## src/rtl/spi_master_cfg_if.sv

```systemverilog
// Wishbone slave-side bus bundle for spi_master_cfg: 16-bit data, 2-bit word address.
interface spi_master_cfg_if;
  logic [1:0]  wb_adr_i;
  logic [15:0] wb_dat_i;
  logic [15:0] wb_dat_o;
  logic        wb_we_i;
  logic [1:0]  wb_sel_i;
  logic        wb_stb_i;
  logic        wb_cyc_i;
  logic        wb_ack_o;

  modport master (
    output wb_adr_i, wb_dat_i, wb_we_i, wb_sel_i, wb_stb_i, wb_cyc_i,
    input  wb_dat_o, wb_ack_o
  );

  modport slave (
    input  wb_adr_i, wb_dat_i, wb_we_i, wb_sel_i, wb_stb_i, wb_cyc_i,
    output wb_dat_o, wb_ack_o
  );
endinterface

```

## src/rtl/spi_master_cfg.sv

```systemverilog
// Wishbone SPI master with programmable divider, all four CPOL/CPHA modes,
// selectable bit order, software slave selects and a sticky-done interrupt.
module spi_master_cfg #(
  parameter int unsigned NUM_SS  = 8,
  parameter int unsigned DIV_W   = 8,
  parameter int unsigned DIV_RST = 1
) (
  input  logic              wb_clk_i,
  input  logic              wb_rst_i,
  spi_master_cfg_if.slave   wb,
  output logic              irq_o,
  output logic              sclk,
  output logic              mosi,
  input  logic              miso,
  output logic [NUM_SS-1:0] ss
);

  typedef enum logic {S_IDLE, S_RUN} state_e;

  state_e            state_q;
  logic              ack_q;
  logic [15:0]       dat_q;
  logic              cpol_q, cpha_q, lsb_q, ie_q;
  logic [DIV_W-1:0]  div_q, hcnt_q;
  logic [NUM_SS-1:0] ss_q;
  logic              done_q, ovr_q, done_d, ovr_d;
  logic [7:0]        rx_q, rxsh_q, sr_q;
  logic              sclk_q, mosi_q;
  logic [4:0]        edge_q;

  logic        access, wr, tick, lead, last, fin, idle_now;
  logic        wr_data, start, clr, smp, shf;
  logic [15:0] rd_d, ctrl_rd, ss_rd, ss_mask;
  logic [7:0]  rx_next, sr_shift, tx_rest;
  logic        sr_out, tx_first;

  always_comb begin
    access   = wb.wb_stb_i & wb.wb_cyc_i & ~ack_q;
    wr       = access & wb.wb_we_i;
    tick     = (state_q == S_RUN) && (hcnt_q == '0);
    lead     = ~edge_q[0];
    last     = (edge_q == 5'd1);
    fin      = tick & last;
    // The completing cycle counts as idle so a DATA write there chains a new transfer.
    idle_now = (state_q == S_IDLE) | fin;
    wr_data  = wr && (wb.wb_adr_i == 2'd0) && wb.wb_sel_i[0];
    start    = wr_data & idle_now;
    clr      = wr && (wb.wb_adr_i == 2'd3) && wb.wb_sel_i[0];
    smp      = lead ^ cpha_q;
    shf      = ~smp & ~last;

    sr_out   = lsb_q ? sr_q[0] : sr_q[7];
    sr_shift = lsb_q ? {1'b0, sr_q[7:1]} : {sr_q[6:0], 1'b0};
    rx_next  = lsb_q ? {miso, rxsh_q[7:1]} : {rxsh_q[6:0], miso};
    tx_first = lsb_q ? wb.wb_dat_i[0] : wb.wb_dat_i[7];
    tx_rest  = lsb_q ? {1'b0, wb.wb_dat_i[7:1]} : {wb.wb_dat_i[6:0], 1'b0};

    done_d   = (done_q & ~(clr & wb.wb_dat_i[1])) | fin;
    ovr_d    = (ovr_q  & ~(clr & wb.wb_dat_i[2])) | (wr_data & ~idle_now);

    ctrl_rd              = '0;
    ctrl_rd[8 +: DIV_W]  = div_q;
    ctrl_rd[3:0]         = {ie_q, lsb_q, cpha_q, cpol_q};
    ss_rd                = '0;
    ss_rd[NUM_SS-1:0]    = ss_q;
    ss_mask              = {{8{wb.wb_sel_i[1]}}, {8{wb.wb_sel_i[0]}}};

    case (wb.wb_adr_i)
      2'd0:    rd_d = {8'h00, rx_q};
      2'd1:    rd_d = ctrl_rd;
      2'd2:    rd_d = ss_rd;
      default: rd_d = {13'd0, ovr_q, done_q, state_q == S_RUN};
    endcase
  end

  always_ff @(posedge wb_clk_i or negedge wb_rst_i) begin
    if (!wb_rst_i) begin
      state_q <= S_IDLE;
      ack_q   <= 1'b0;
      dat_q   <= '0;
      cpol_q  <= 1'b0;
      cpha_q  <= 1'b0;
      lsb_q   <= 1'b0;
      ie_q    <= 1'b0;
      div_q   <= DIV_W'(DIV_RST);
      hcnt_q  <= '0;
      ss_q    <= '1;
      done_q  <= 1'b0;
      ovr_q   <= 1'b0;
      rx_q    <= '0;
      rxsh_q  <= '0;
      sr_q    <= '0;
      sclk_q  <= 1'b0;
      mosi_q  <= 1'b1;
      edge_q  <= '0;
    end else begin
      ack_q  <= access;
      done_q <= done_d;
      ovr_q  <= ovr_d;
      if (access) dat_q <= rd_d;

      if (wr && (wb.wb_adr_i == 2'd1)) begin
        if (wb.wb_sel_i[0]) begin
          ie_q <= wb.wb_dat_i[3];
          if (idle_now) {lsb_q, cpha_q, cpol_q} <= wb.wb_dat_i[2:0];
        end
        if (wb.wb_sel_i[1] && idle_now) div_q <= wb.wb_dat_i[8 +: DIV_W];
      end

      if (wr && (wb.wb_adr_i == 2'd2))
        ss_q <= (ss_q & ~ss_mask[NUM_SS-1:0]) | (wb.wb_dat_i[NUM_SS-1:0] & ss_mask[NUM_SS-1:0]);

      case (state_q)
        S_IDLE: sclk_q <= cpol_q;
        S_RUN: begin
          if (tick) begin
            sclk_q <= ~sclk_q;
            hcnt_q <= div_q;
            edge_q <= edge_q - 5'd1;
            if (smp) rxsh_q <= rx_next;
            if (shf) begin
              mosi_q <= sr_out;
              sr_q   <= sr_shift;
            end
            // With cpha=1 the final edge is itself a sample edge.
            if (last) begin
              state_q <= S_IDLE;
              rx_q    <= cpha_q ? rx_next : rxsh_q;
            end
          end else begin
            hcnt_q <= hcnt_q - 1'b1;
          end
        end
        default: state_q <= S_IDLE;
      endcase

      if (start) begin
        state_q <= S_RUN;
        edge_q  <= 5'd16;
        hcnt_q  <= div_q;
        if (!cpha_q) begin
          mosi_q <= tx_first;
          sr_q   <= tx_rest;
        end else begin
          sr_q   <= wb.wb_dat_i[7:0];
        end
      end
    end
  end

  assign wb.wb_ack_o = ack_q;
  assign wb.wb_dat_o = dat_q;
  assign irq_o       = done_q & ie_q;
  assign sclk        = sclk_q;
  assign mosi        = mosi_q;
  assign ss          = ss_q;

endmodule

```

## src/flat_wrapper.sv

```systemverilog
// flat-port wrapper written by rule: the top's interface ports become plain ports
module spi_master_cfg_flat 
#(
  parameter int unsigned NUM_SS  = 8,
  parameter int unsigned DIV_W   = 8,
  parameter int unsigned DIV_RST = 1
)
  (wb_clk_i, wb_rst_i, irq_o, sclk, mosi, miso, ss, wb_wb_adr_i, wb_wb_dat_i, wb_wb_we_i, wb_wb_sel_i, wb_wb_stb_i, wb_wb_cyc_i, wb_wb_dat_o, wb_wb_ack_o);
  spi_master_cfg_if wb_i ();
  input  logic wb_clk_i;
  input  logic wb_rst_i;
  output logic irq_o;
  output logic sclk;
  output logic mosi;
  input  logic miso;
  output logic [NUM_SS-1:0] ss;
  input wire logic [$bits(wb_i.wb_adr_i)-1:0] wb_wb_adr_i;
  input wire logic [$bits(wb_i.wb_dat_i)-1:0] wb_wb_dat_i;
  input wire logic [$bits(wb_i.wb_we_i)-1:0] wb_wb_we_i;
  input wire logic [$bits(wb_i.wb_sel_i)-1:0] wb_wb_sel_i;
  input wire logic [$bits(wb_i.wb_stb_i)-1:0] wb_wb_stb_i;
  input wire logic [$bits(wb_i.wb_cyc_i)-1:0] wb_wb_cyc_i;
  output wire logic [$bits(wb_i.wb_dat_o)-1:0] wb_wb_dat_o;
  output wire logic [$bits(wb_i.wb_ack_o)-1:0] wb_wb_ack_o;
  assign wb_i.wb_adr_i = wb_wb_adr_i;
  assign wb_i.wb_dat_i = wb_wb_dat_i;
  assign wb_i.wb_we_i = wb_wb_we_i;
  assign wb_i.wb_sel_i = wb_wb_sel_i;
  assign wb_i.wb_stb_i = wb_wb_stb_i;
  assign wb_i.wb_cyc_i = wb_wb_cyc_i;
  assign wb_wb_dat_o = wb_i.wb_dat_o;
  assign wb_wb_ack_o = wb_i.wb_ack_o;
  spi_master_cfg #(.NUM_SS(NUM_SS), .DIV_W(DIV_W), .DIV_RST(DIV_RST)) u_core (.wb_clk_i(wb_clk_i), .wb_rst_i(wb_rst_i), .wb(wb_i), .irq_o(irq_o), .sclk(sclk), .mosi(mosi), .miso(miso), .ss(ss));
endmodule
```

## config.mk

```make
export PLATFORM = sky130hd
export DESIGN_NAME = spi_master_cfg_flat
export DESIGN_NICKNAME = d
export VERILOG_FILES = /design/src/rtl/spi_master_cfg_if.sv /design/src/rtl/spi_master_cfg.sv /design/src/flat_wrapper.sv
export SDC_FILE = /design/constraint.sdc
export NUM_CORES = 1
export LEC_CHECK = 0
export BUFFER_PORTS_ARGS = -buffer_cell sky130_fd_sc_hd__buf_2
export CAP_MARGIN = 10
export CORE_MARGIN = 2
export CORE_UTILIZATION = 50
export DETAILED_ROUTE_END_ITERATION = 6
export GPL_TIMING_DRIVEN = 0
export PLACE_DENSITY = 0.8
export SLEW_MARGIN = 40
export SYNTH_ARGS = -nofsm -noshare
export SYNTH_HDL_FRONTEND = slang
export SYNTH_SLANG_ARGS = --single-unit
```

## constraint.sdc

```tcl
create_clock -name wb_clk_i -period 2.23 [get_ports wb_clk_i]
set_input_delay 0.1115 -clock wb_clk_i [delete_from_list [all_inputs] [get_ports wb_clk_i]]
set_output_delay 0.1115 -clock wb_clk_i [all_outputs]
set_load 0.02 [all_outputs]
```

==> flow_summary.ini <==
[critical_path]
critPathSlowestCell = dfrtp_1
critical_path_buf_inv_count = 3
worst-path-max-fanout = 10
start_kind = register
worstPathArrival_ps = 2390
crit_path_start = u_core.hcnt_q[0]
r2r_start = u_core.hcnt_q[0]
end_kind = register
crit_path_cell_trace = inv_1 -> ha_2 -> nor4b_4 -> nand2_2 -> or2_1 -> buf_2 -> buf_6 -> nand2_1 -> o21ai_1
worst-path-stages = 9
max_stage_delay_ps = 420
crit_family = simple AND/OR/NAND/NOR gates
worst_r2r_path_depth = 9
worst-setup-path-type = reg -> reg
crit_required_ps = 2480

[cts]
cts-root-buf = clkbuf_8
clock_path_buffers = 2
cts-buffers-inserted = 9
clk_latency_ps = 360
htreeDepth = 3
tritoncts = built
cts.sinks = 79
cts.clk_slew.worst_paths_ps = 80

[final_layout]
nets = 489
fillerInstances = 636
area_growth_pct = 19.1
layout.cells.most_common = dfrtp_1
final_util = 0.618
diodes = 0
final_cells = 567
final_cell_mix = 69 x dfrtp_1, 61 x nand2_1, 59 x buf_2, 37 x mux2i_1, 29 x o21ai_0
drive_above_1_share = 0.290
final_area_um2 = 4800

[synthesis]
ys_warn_count = 0
muxShareOfSynthArea = 0.190
synth.top_cell.area_share = 0.429
synth_compound_area_frac = 0.112
syn_area_per_cell_um2 = 10.5
ys_async_sr_fraction = 1.00
ys.flop_type = dfrtp_1
synth_simple_gate_area_frac = 0.152
synth_xor_area_frac = 0.0109
synth_top_family_by_area = multiplexers
synth_seq_area_share = 0.494
syn-num-nets = 413
syn_area_um2 = 4030
syn-instance-count = 384
yosys-top-cells-area = dfrtp_1 43%, mux2i_1 9.2%, mux2_2 7.5%
synth_edf_count = 0
yosysTopAreaCell = dfrtp_1
synthAdderAreaFrac = 0.00932
synth_cell_type_count = 55
synth-seq-cells = 79

[global_route]
grt_overflow = 0
grt_max_degree = 53
grt_use_total = 0.223
antenna_found_initial = 0
grt_pass1_vias = 3166
grt_pass1_wl_mm = 15.4

[place]
dpl_cell_area_um2 = 4450
port_buffers = 53
dp_cells = 540
gp_congestion = 0.902
hpwlAfterDp_mm = 6.75

[sta]
maxSlewViolCount = 0
max_slew_margin = 0.618
finalCritPeriodShare = 0.963
min_period_ps = 2150
fmax_mhz = 466
fin_worst_skew_ps = 9.75
worst_pin_slew_ps = 573
setup_viol = 0
final-hold-violation-count = 0

[min_path]
hold_start = wb_wb_dat_i[8]
hold_depth = 2
min_path_type = in -> reg

[detailed_routing]
drt-total-wl_mm = 9.37
wl_per_cell_um = 16.5
first_pass_iters = 4
viasPerCell = 5.59
vias = 3169
initialDrtViolationCount = 172
route.detailed.drc = 0
drtAntennaViolNets = 0

[power_and_ir_drop]
p_per_area_nw_per_um2 = 1000
vdd_drop_max_uv = 576
leakagePower_nw = 2.26
total_power_mw = 4.82

[flow_run]
drv_cap = 0

[floorplanning]
die_area_um2 = 8790
core_area_um2 = 7770
rows = 32
start_util = 0.519
num_io_pins = 54
die_width_um = 93.8
die_y_um = 93.8

[status]
status = completed
==> cell type report <==
cell class,count,area (um^2),area share
plain buffers,23,111,0.0232
flip-flops and latches,79,1990,0.415
well taps,102,128,0.0266
multi-input cells,276,1930,0.403
repair buffers,65,399,0.0832
clock inverters,6,85.1,0.0177
inverters,6,22.5,0.00469
clock buffers,10,128,0.0266
==> where the power goes <==
part | switching [mW] | internal, mW
Combinational | 0.816 | 0.666
Clock | 0.529 | 0.626
Sequential | 0.348 | 1.83
==> per-stage QoR <==
stage	setup WS (ps)	TNS [ps]	hold WS, ps
finish	82.0	0	5.87
global route	-53.3	-398	3.94
CTS	11.4	0	4.35
detailed placement	31.2	0	-4.63
global placement	69.5	0	339
floorplan	335	0	-184
==> what timing repair did <==
action	4_1_cts	5_1_grt
gates resized for setup	0	9
hold endpoints to repair	79	0
hold buffers	7	0
endpoints found under the setup margin	0	34
setup buffers	0	4
==> layer usage <==
metal  GRT usage  up-vias  wire length, um
met5           0        -                0
met4      0.0688        0              148
met1       0.294     1562             3990
li1            -     1516                -
met3      0.0417       11              419
met2       0.373       80             4810
==> Yosys cell counts, types with 3 or more instances <==
master,instances
dfrtp_1,69
nand2_1,62
mux2i_1,37
o21ai_0,30
mux2_2,27
nor2_1,17
a21oi_1,14
nand3_1,11
dfstp_2,10
buf_2,8
o21ai_1,8
clkbuf_1,7
buf_1,6
inv_1,6
nor3_1,5
o31ai_1,5
a31oi_1,4
and2_1,4
nand2b_1,4
xor2_1,4
ha_1,3
mux4_2,3
==> worst paths after layout <==
check / to / slack [ps]
worst max-delay path: u_core.rxsh_q[2] / 80
worst min-delay path: u_core.div_q[0] / 6
worst max register to register: u_core.rxsh_q[2] / 80
worst min register to register: u_core.wb.wb_dat_o[12] / 470
max in group asynchronous: u_core.mosi / 1450
min in group asynchronous: u_core.wb.wb_dat_o[12] / 180
==> cells by family (layout without fill, tap and decap cells) <==
logic type / after synthesis / after routing
AO/OA/AOI/OAI: 76 / 76
XOR/XNOR: 5 / 5
flip-flops: 79 / 79
adder cells (fa/ha/maj): 3 / 3
multiplexers: 69 / 69
buffers and inverters: 29 / 110
AND/OR/NAND/NOR: 123 / 123
(Power assumes the default switching activity.)
